`src/rtl/uart_rx_capture.sv`:
```
// uart_rx_capture: 8N1 UART receiver feeding a small byte FIFO.
//
// The rx pin is asynchronous. It is brought into the clock domain through a
// two-flop synchronizer, and every decision is made on the synchronized copy.
// Each received byte is written into a FIFO. The consumer drains the FIFO
// through a valid/ready handshake.
//
// Optional build macro: UART_RX_PARITY_EN
//   When defined, the receiver expects an even-parity bit between the data
//   bits and the stop bit, and the parity_err port is added.
//
// Ports:
//   clock        system clock, rising edge
//   resetb       asynchronous active-low reset
//   rx           serial input, idles high
//   rx_data      byte at the FIFO head, 8'h00 when the FIFO is empty
//   rx_valid     FIFO not empty
//   rx_ready     consumer accepts rx_data when rx_valid & rx_ready
//   fifo_count   number of entries held in the FIFO
//   line_done    one-cycle pulse when 8'h0A is written into the FIFO
//   framing_err  sticky, set when a stop bit is sampled low
//   overflow     sticky, set when a byte is dropped because the FIFO is full
//   clr_err      synchronous clear of the sticky error flags
//   parity_err   (UART_RX_PARITY_EN only) sticky parity mismatch flag
//
// Receiver states:
//   state     | meaning
//   IDLE      | line idle; waiting for a falling edge on rx_s
//   START     | waiting half a bit, then confirming the start bit is still low
//   DATA      | sampling 8 data bits, LSB first, once per bit period
//   PARITY    | sampling the even-parity bit (UART_RX_PARITY_EN only)
//   STOP      | sampling the stop bit; push the byte or flag a framing error
//   WAIT_HIGH | after a framing error, wait for the line to return high
module uart_rx_capture #(
  parameter int CLKS_PER_BIT = 434,
  parameter int FIFO_DEPTH   = 16
) (
  input  logic                          clock,
  input  logic                          resetb,
  input  logic                          rx,
  output logic [7:0]                    rx_data,
  output logic                          rx_valid,
  input  logic                          rx_ready,
  output logic [$clog2(FIFO_DEPTH):0]   fifo_count,
  output logic                          line_done,
  output logic                          framing_err,
  output logic                          overflow,
  input  logic                          clr_err
`ifdef UART_RX_PARITY_EN
  , output logic                        parity_err
`endif
);

  localparam int TW = $clog2(CLKS_PER_BIT);
  localparam int AW = $clog2(FIFO_DEPTH);
  localparam logic [TW-1:0] T_HALF = TW'(CLKS_PER_BIT / 2 - 1);
  localparam logic [TW-1:0] T_FULL = TW'(CLKS_PER_BIT - 1);
  localparam logic [AW:0]   DEPTH  = (AW + 1)'(FIFO_DEPTH);

  typedef enum logic [2:0] {
    S_IDLE,
    S_START,
    S_DATA,
`ifdef UART_RX_PARITY_EN
    S_PARITY,
`endif
    S_STOP,
    S_WAIT_HIGH
  } state_t;

  logic          r_rx_meta, r_rx_s, r_rx_prev;
  state_t        r_state, w_state_nxt;
  logic [TW-1:0] r_timer, w_timer_nxt;
  logic [2:0]    r_bit_idx, w_bit_nxt;
  logic [7:0]    r_shift, w_shift_nxt;
  logic          w_tick, w_push, w_frame_set;

  logic [7:0]    r_mem [FIFO_DEPTH];
  logic [AW-1:0] r_wptr, r_rptr;
  logic [AW:0]   r_count;
  logic          r_line_done, r_framing_err, r_overflow;
  logic          w_pop, w_full, w_wr, w_drop;

`ifdef UART_RX_PARITY_EN
  logic          r_par_bad, w_par_bad_nxt, w_par_set, r_parity_err;
`endif

  // Presetting the synchronizer to 1 keeps reset release from looking like a start bit.
  always_ff @(posedge clock or negedge resetb) begin
    if (!resetb) begin
      r_rx_meta <= 1'b1;
      r_rx_s    <= 1'b1;
      r_rx_prev <= 1'b1;
    end else begin
      r_rx_meta <= rx;
      r_rx_s    <= r_rx_meta;
      r_rx_prev <= r_rx_s;
    end
  end

  assign w_tick = (r_timer == '0);

  always_ff @(posedge clock or negedge resetb) begin
    if (!resetb) begin
      r_state   <= S_IDLE;
      r_timer   <= '0;
      r_bit_idx <= '0;
      r_shift   <= '0;
`ifdef UART_RX_PARITY_EN
      r_par_bad <= 1'b0;
`endif
    end else begin
      r_state   <= w_state_nxt;
      r_timer   <= w_timer_nxt;
      r_bit_idx <= w_bit_nxt;
      r_shift   <= w_shift_nxt;
`ifdef UART_RX_PARITY_EN
      r_par_bad <= w_par_bad_nxt;
`endif
    end
  end

  always_comb begin
    w_state_nxt = r_state;
    w_timer_nxt = r_timer;
    w_bit_nxt   = r_bit_idx;
    w_shift_nxt = r_shift;
    w_push      = 1'b0;
    w_frame_set = 1'b0;
`ifdef UART_RX_PARITY_EN
    w_par_bad_nxt = r_par_bad;
    w_par_set     = 1'b0;
`endif
    case (r_state)
      S_IDLE: begin
        if (r_rx_prev && !r_rx_s) begin
          w_timer_nxt = T_HALF;
          w_state_nxt = S_START;
        end
      end
      S_START: begin
        if (!w_tick) begin
          w_timer_nxt = r_timer - TW'(1);
        end else if (!r_rx_s) begin
          w_timer_nxt = T_FULL;
          w_bit_nxt   = '0;
          w_state_nxt = S_DATA;
`ifdef UART_RX_PARITY_EN
          w_par_bad_nxt = 1'b0;
`endif
        end else begin
          w_state_nxt = S_IDLE;
        end
      end
      S_DATA: begin
        if (!w_tick) begin
          w_timer_nxt = r_timer - TW'(1);
        end else begin
          w_shift_nxt = {r_rx_s, r_shift[7:1]};
          w_timer_nxt = T_FULL;
          w_bit_nxt   = r_bit_idx + 3'd1;
          if (r_bit_idx == 3'd7) begin
`ifdef UART_RX_PARITY_EN
            w_state_nxt = S_PARITY;
`else
            w_state_nxt = S_STOP;
`endif
          end
        end
      end
`ifdef UART_RX_PARITY_EN
      S_PARITY: begin
        if (!w_tick) begin
          w_timer_nxt = r_timer - TW'(1);
        end else begin
          // Even parity: data bits plus the parity bit hold an even number of ones.
          w_par_bad_nxt = (r_rx_s != (^r_shift));
          w_par_set     = w_par_bad_nxt;
          w_timer_nxt   = T_FULL;
          w_state_nxt   = S_STOP;
        end
      end
`endif
      S_STOP: begin
        if (!w_tick) begin
          w_timer_nxt = r_timer - TW'(1);
        end else if (r_rx_s) begin
`ifdef UART_RX_PARITY_EN
          w_push = !r_par_bad;
`else
          w_push = 1'b1;
`endif
          w_state_nxt = S_IDLE;
        end else begin
          w_frame_set = 1'b1;
          w_state_nxt = S_WAIT_HIGH;
        end
      end
      S_WAIT_HIGH: begin
        if (r_rx_s) begin
          w_state_nxt = S_IDLE;
        end
      end
      default: w_state_nxt = S_IDLE;
    endcase
  end

  // A pop in the same cycle frees a slot, so a push into a full FIFO still succeeds.
  assign rx_valid = (r_count != '0);
  assign w_pop    = rx_valid & rx_ready;
  assign w_full   = (r_count == DEPTH);
  assign w_wr     = w_push & (!w_full | w_pop);
  assign w_drop   = w_push & w_full & !w_pop;

  always_ff @(posedge clock) begin
    if (w_wr) begin
      r_mem[r_wptr] <= r_shift;
    end
  end

  always_ff @(posedge clock or negedge resetb) begin
    if (!resetb) begin
      r_wptr        <= '0;
      r_rptr        <= '0;
      r_count       <= '0;
      r_line_done   <= 1'b0;
      r_framing_err <= 1'b0;
      r_overflow    <= 1'b0;
    end else begin
      if (w_wr)  r_wptr <= r_wptr + AW'(1);
      if (w_pop) r_rptr <= r_rptr + AW'(1);
      if (w_wr && !w_pop)      r_count <= r_count + (AW + 1)'(1);
      else if (!w_wr && w_pop) r_count <= r_count - (AW + 1)'(1);
      r_line_done   <= w_wr && (r_shift == 8'h0A);
      // A new error in the same cycle as clr_err keeps its flag set.
      r_framing_err <= w_frame_set | (r_framing_err & !clr_err);
      r_overflow    <= w_drop | (r_overflow & !clr_err);
    end
  end

`ifdef UART_RX_PARITY_EN
  always_ff @(posedge clock or negedge resetb) begin
    if (!resetb) r_parity_err <= 1'b0;
    else         r_parity_err <= w_par_set | (r_parity_err & !clr_err);
  end
  assign parity_err = r_parity_err;
`endif

  assign rx_data     = rx_valid ? r_mem[r_rptr] : 8'h00;
  assign fifo_count  = r_count;
  assign line_done   = r_line_done;
  assign framing_err = r_framing_err;
  assign overflow    = r_overflow;

endmodule
```
`config.mk`:
```
export PLATFORM = sky130hd
export DESIGN_NAME = uart_rx_capture
export DESIGN_NICKNAME = d
export VERILOG_FILES = /design/src/rtl/uart_rx_capture.sv
export SDC_FILE = /design/constraint.sdc
export NUM_CORES = 1
export LEC_CHECK = 0
export BUFFER_PORTS_ARGS = -buffer_cell sky130_fd_sc_hd__clkbuf_2
export CORE_MARGIN = 3
export CORE_UTILIZATION = 65
export DETAILED_ROUTE_END_ITERATION = 12
export GPL_ROUTABILITY_DRIVEN = 1
export PLACE_DENSITY_LB_ADDON = 0.15
export SYNTH_ARGS = -nofsm -noshare
export SYNTH_HDL_FRONTEND = slang
export SYNTH_SLANG_ARGS = --single-unit
```
`constraint.sdc`:
```
create_clock -name clock -period 7.5 [get_ports clock]
set_input_delay 0.75 -clock clock [delete_from_list [all_inputs] [get_ports clock]]
set_output_delay 0.75 -clock clock [all_outputs]
set_load 0.05 [all_outputs]
```
After elaboration in Yosys (flattened, before gate mapping)
Memory sizes are Yosys's and may differ from the RTL's. Index checks and enable logic that the tools add are counted.

Add/subtract/negate cells: 6. Multipliers: 0. Div/mod/pow operators: 0. Magnitude comparators: 0. Equal/unequal tests: 16. Shifts and indexed selects: 0. Muxes and demuxes: 30. Bitwise gates (word level): 9. Reductions and logical operators: 19.

Operator list (count): 9-bit 2-to-1 mux (5); 9-bit case mux with 4 select lines (1); 3-bit 2-to-1 mux (10); 2-bit inequality test (second input constant) (8); 3-bit case mux with 5 select lines (1); 5-bit 2-to-1 mux (2); 9-bit logical NOT (1); 9-bit by 1-bit subtractor with 9-bit output (second input constant) (1); 4-bit by 1-bit adder with 4-bit output (second input constant) (2); 8-bit by 4-bit equality test with 1-bit output (second input constant) (1); 1-bit 2-to-1 mux (8); 8-bit 2-to-1 mux (1); 4-bit AND reduction (2); 1-bit AND (6); 3-bit by 2-bit equality test with 1-bit output (second input constant) (2); 3-bit equality test (second input constant) (2); 3-bit case mux with 2 select lines (1); 6-bit AND reduction (1); 5-bit by 1-bit adder with 5-bit output (second input constant) (1); 5-bit equality test (second input constant) (1); 1-bit logical NOT (5); 5-bit nonzero test (1); 5-bit by 1-bit subtractor with 5-bit output (second input constant) (1); 1-bit logical AND (4); other kinds (9) (12).

Register bits: 42. Latch bits: 0. RAM bits: 128. Bits in read-only memories: 0. Bits of input ports: 5. Output and inout port bits: 17. Logic and storage cells: 94. Memories kept: 1.

Memories: r_mem (words 16, bits a word 8, read ports 1, clocked after memory_dff 0, write ports 1, RTL line 78) `logic [7:0] r_mem [FIFO_DEPTH];`.

Depth between registers and ports, before layout
Depth in word-level cells: 8. Mapped depth: 14. Mapped depth without buffers: 13.

Worst setup path before layout
OpenSTA, ideal clock, no wires.

Path type: flip-flop to flip-flop. Start point: register r_count[0], in the netlist fifo_count[0]. End point: register r_count[4], in the netlist fifo_count[4]. Setup time: 145 ps. Arrival: 3106 ps. Data required time: 7355 ps. Path slack: 4250 ps. Stages on the path, launching flop included: 14. Buffers on the path: 1. Clock period less this slack: 3250 ps. Cells stage by stage: dfrtp_1 -> nor4_1 -> nand2b_1 -> clkbuf_1 -> and2_1 -> inv_2 -> ha_1 -> inv_1 -> fa_1 -> a21o_1 -> a21oi_1 -> xnor2_1 -> nor2_1 -> xor2_1.

Longest elaborated chain between the ends: 7. Elaborated cells on any way between the ends: 15. Those cells by class: add/sub: 2; eq/ne: 1; mux: 2; bitwise: 3; reduce/logical: 7.

RTL lines: start: declaration (RTL line 80) `logic [AW:0] r_count;`; start signal: assignment (RTL line 232) `if (w_wr && !w_pop) r_count <= r_count + (AW + 1)'(1);`; start signal: assignment (RTL line 233) `else if (!w_wr && w_pop) r_count <= r_count - (AW + 1)'(1);`; 5-bit nonzero test * (RTL line 209) `assign rx_valid = (r_count != '0);`; net rx_valid (RTL line 42) `output logic rx_valid,`; 1-bit AND * (RTL line 210) `assign w_pop = rx_valid & rx_ready;`; 1-bit bitwise OR (RTL line 212) `assign w_wr = w_push & (!w_full | w_pop);`; 1-bit AND (RTL line 212); 1-bit logical NOT (RTL line 233); 1-bit logical AND (RTL line 233); 2-bit nonzero test (no source line).

Mark *: on every way through the listed nets, which the timed path passes. The rest lies on a longest branch. The select of a mux whose other input is x is not followed. A chain may end at the register's enable or synchronous reset.

Worst setup path in the final report
Start point: register r_rptr[0]. End point: output port rx_data[0].

Longest elaborated chain between the ends: 2.

RTL lines: start: declaration (RTL line 79) `logic [AW-1:0] r_wptr, r_rptr;`; start signal: assignment (RTL line 231) `if (w_pop) r_rptr <= r_rptr + AW'(1);`; memory 16 x 8 bit; 8-bit 2-to-1 mux (RTL line 249) `assign rx_data = rx_valid ? r_mem[r_rptr] : 8'h00;`; end: declaration (RTL line 41) `output logic [7:0] rx_data,`.

No other way between the ends.

==> key figures <==
Detailed routing
  – Final wirelength: approximately 14 mm
  – DRT Pass-1 Iters: 5
  – Vias per cell: 6.51
  – Via count: roughly 3,900
  – Post-DRT Antenna Nets: 0
  – DRC: 0
  – Wirelength per Cell: between 20 and 25 um
  – DRT iter0 DRCs: 394

Clocking
  – Worst skew pair latency: roughly 0.53 ns
  – Reg clk slew, reported paths: about 0.070 ns
  – Clock root cell: clkbuf_8
  – TritonCTS clock tree: done
  – Inserted Clock Buffers: 17
  – Cts repair resizes: 0
  – # clock sinks: 170
  – Post-CTS Repair Setup Buffers: 0
  – CTS Buffer Depth: 2
  – Post-CTS Hold Fix Bufs: 0
  – CTS H-Tree Depth: 4

Timing
  – TNS Setup: 0 ns
  – Worst-Margin Slew: 1.03 ns
  – Minimum clock period after layout: around 3.7 ns
  – Pins Over Slew Limit: 0
  – Setup violators final: 0
  – Final hold slack: 0.305 ns
  – Fmax: roughly 0.27 GHz
  – Fin. Hold Viols: 0
  – Final Cycle Share: around 50%
  – Unrepaired setup endpoints after global routing: no
  – Slew HR: a little under a third
  – Final Skew: 0.0100 ns

Power and ir drop
  – Lkg Pwr: around 2.9 nW
  – P per Cell Area: about 340 nW/um^2
  – Total power: 2.69 mW
  – Max IR drop VDD: between 300 and 400 uV

Critical path
  – Crit path max fanout: 35
  – Startpoint Class: flop
  – CP required: roughly 6.8 ns
  – R2r endpoint: fifo_count[4]
  – Reg2Reg Setup Slack: 4.07 ns
  – Crit path DAT: around 3 ns
  – Crit. End Element: output pin
  – Reg-to-reg startpoint: r_timer[0]
  – WS Path Type: flop to output pin
  – Reg2reg path depth: 13

GRT
  – Global-route wire length before repair: between 20 and 25 mm
  – Largest net degree at the start of global routing: 43
  – GR Util All Layers: roughly a quarter
  – Gr ovfl total: 0
  – Number of global-route vias before repair: between 3,000 and 4,000
  – Initial antenna violation count: 1

Place
  – GPL Wtd Cong: between 0.8 and 0.9
  – Placed cell area: approximately 7300 sq um
  – DPL Wire Length: between 8 and 9 mm
  – IO Port Bufs: 21

Min path
  – Worst hold endpoint: r_rx_meta
  – Hold Path Class: primary input to flop
  – Hold Path Cell Cnt: 1
  – HP Start: rx

Synthesis
  – Post-synth EDFFs: around 130
  – Main synth FF type: edfxtp_1
  – Seq/Total Area, Yosys: roughly 69%
  – Post-synth top area share: between 50% and 60%
  – Avg Inst Size Synth: between 15 and 20 sq um
  – Unique masters post-synth: 52
  – Top cells by area, synth: edfxtp_1 (54%), dfrtp_1 (14%), mux4_2 (13%), nand2_1 (2.4%), ha_1 (2.3%)
  – Area leader, netlist: edfxtp_1
  – Number of synthesis warnings: 0
  – Async S/R FF share, synth: 24.7%
  – #FFs+latches synth: 170
  – Post-Synthesis Cells: about 430
  – Post-Syn Nets: 446
  – Syn Std Cell Area: just over 7000 sq um

Finish
  – Area added between synthesis and finish: 11.7%
  – Final #Nets: ~470
  – Register area: a little under 5000 sq um
  – Final instance area: a little under 8000 sq um
  – # fillers: between 500 and 600
  – Multi-input logic area: between 2000 and 2500 sq um
  – Share of layout cells above drive strength 1: about a quarter
  – Number of diodes: 0

Floorplanning
  – # IOs: 22
  – Die area: 12,200 sq um
  – Starting Density: about two thirds
  – # rows: 37
  – Die extent in x: ~110 um
  – Core area: roughly 10,000 sq um
  – Die Span Y: roughly 110 um

Outcome
  – Status: finished clean

Run
  – Maxcap violations: 0
-- layer usage --
layer / global-route usage [%] / vias to the layer above / share of wire, %
li1: - / 1697 / -
met1: 35.6 / 2008 / 41
met2: 39.0 / 190 / 50
met3: 6.03 / 24 / 6.5
met4: 9.03 / 0 / 2.3
met5: 0 / - / 0
-- sequential cells by signal, indices dropped and copies added, names as in the netlist --
register	flops
fifo_count	5
framing_err	1
line_done	1
overflow	1
r_bit_idx	3
r_mem	128
r_rptr	4
r_rx_meta	1
r_rx_prev	1
r_rx_s	1
r_shift	8
r_state	3
r_timer	9
r_wptr	4
-- cell usage after synthesis (4+ instances only) --
library cell  instances
o21ai_0              12
mux4_2               40
nand2_1              45
clkbuf_1             11
dfrtp_1              39
a21oi_1              10
ha_1                 13
xnor2_1              10
nor2_1               23
nor3_1                8
edfxtp_1            128
o22a_1                4
inv_1                 7
nand2b_1              7
and2_1               10
-- through the flow --
step | utilization, % | instances | setup WS (ns)
after detailed placement | 70.1 | 570 | 4.22
after global routing | 75.9 | 602 | 3.64
after CTS | 75.9 | 602 | 3.73
final | 75.9 | 602 | 3.77
after floorplan | - | 427 | 4.25
after global placement | 70.1 | 570 | 4.34
-- worst max-delay path, cell delays in order, from the launching register on --
cell and delay [ns]:
dfrtp_2 0.34, buf_4 0.55, mux4_2 0.64, mux4_2 0.48
and2_1 0.17, clkbuf_2 0.23
-- cells in the final DEF (no fill, tap or decap), types with 3 or more instances in the layout --
master      synthesis  routed
edfxtp_1          128     128
nand2_1            45      45
mux4_2             40      40
dfrtp_1            39      38
nor2_1             23      23
clkbuf_2            0      21
clkbuf_16           0      16
ha_1               13      13
o21ai_0            12      12
and2_1             10      10
a21oi_1            10      10
xnor2_1            10      10
nor3_1              8       8
nand2b_1            7       7
inv_1               7       7
buf_4               1       6
o22a_1              4       4
bufinv_16           0       4
nor4_1              3       3
nand4_1             3       3
nor2b_1             3       3
or3_1               3       3
a22o_1              3       3
inv_6               0       3
clkinvlp_4          0       3
dfstp_2             3       3
-- kinds of logic after synthesis --
group | after synthesis | share of synthesized area [%]
DFF | 170 | 68.9
and+or+nand+nor | 116 | 8.00
AOI/OAI and AO/OA | 44 | 4.12
muxes | 43 | 13.1
buffers and inverters | 28 | 1.88
adders and majority gates | 14 | 2.57
xor gates and xnor gates | 12 | 1.48
-- how the worst max path moves through the flow --
stage / startpoint / endpoint / depth (start not counted)
global placement: r_timer[0] / fifo_count[4] / 13
detailed placement: r_timer[0] / fifo_count[4] / 13
global route: r_rptr[0] / rx_data[2] / 5
floorplan: fifo_count[0] / fifo_count[4] / 13
finish: r_rptr[0] / rx_data[0] / 5
CTS: r_rptr[0] / rx_data[0] / 5
-- area by class of cell --
cell class,instances,share of cell area [%]
flip-flops and latches,170,61.7
multi-input cells,229,26.2
clock buffers,18,5.26
clock inverters,14,2.46
well taps,136,2.14
repair buffers,27,1.89
inverters,8,0.378
-- power by group --
part | switching [mW] | internal [mW]
sequential | 0.0869 | 1.05
combinational | 0.380 | 0.270
clock | 0.357 | 0.543
total | 0.824 | 1.87
No activity file was read; power rests on OpenSTA's default activity.
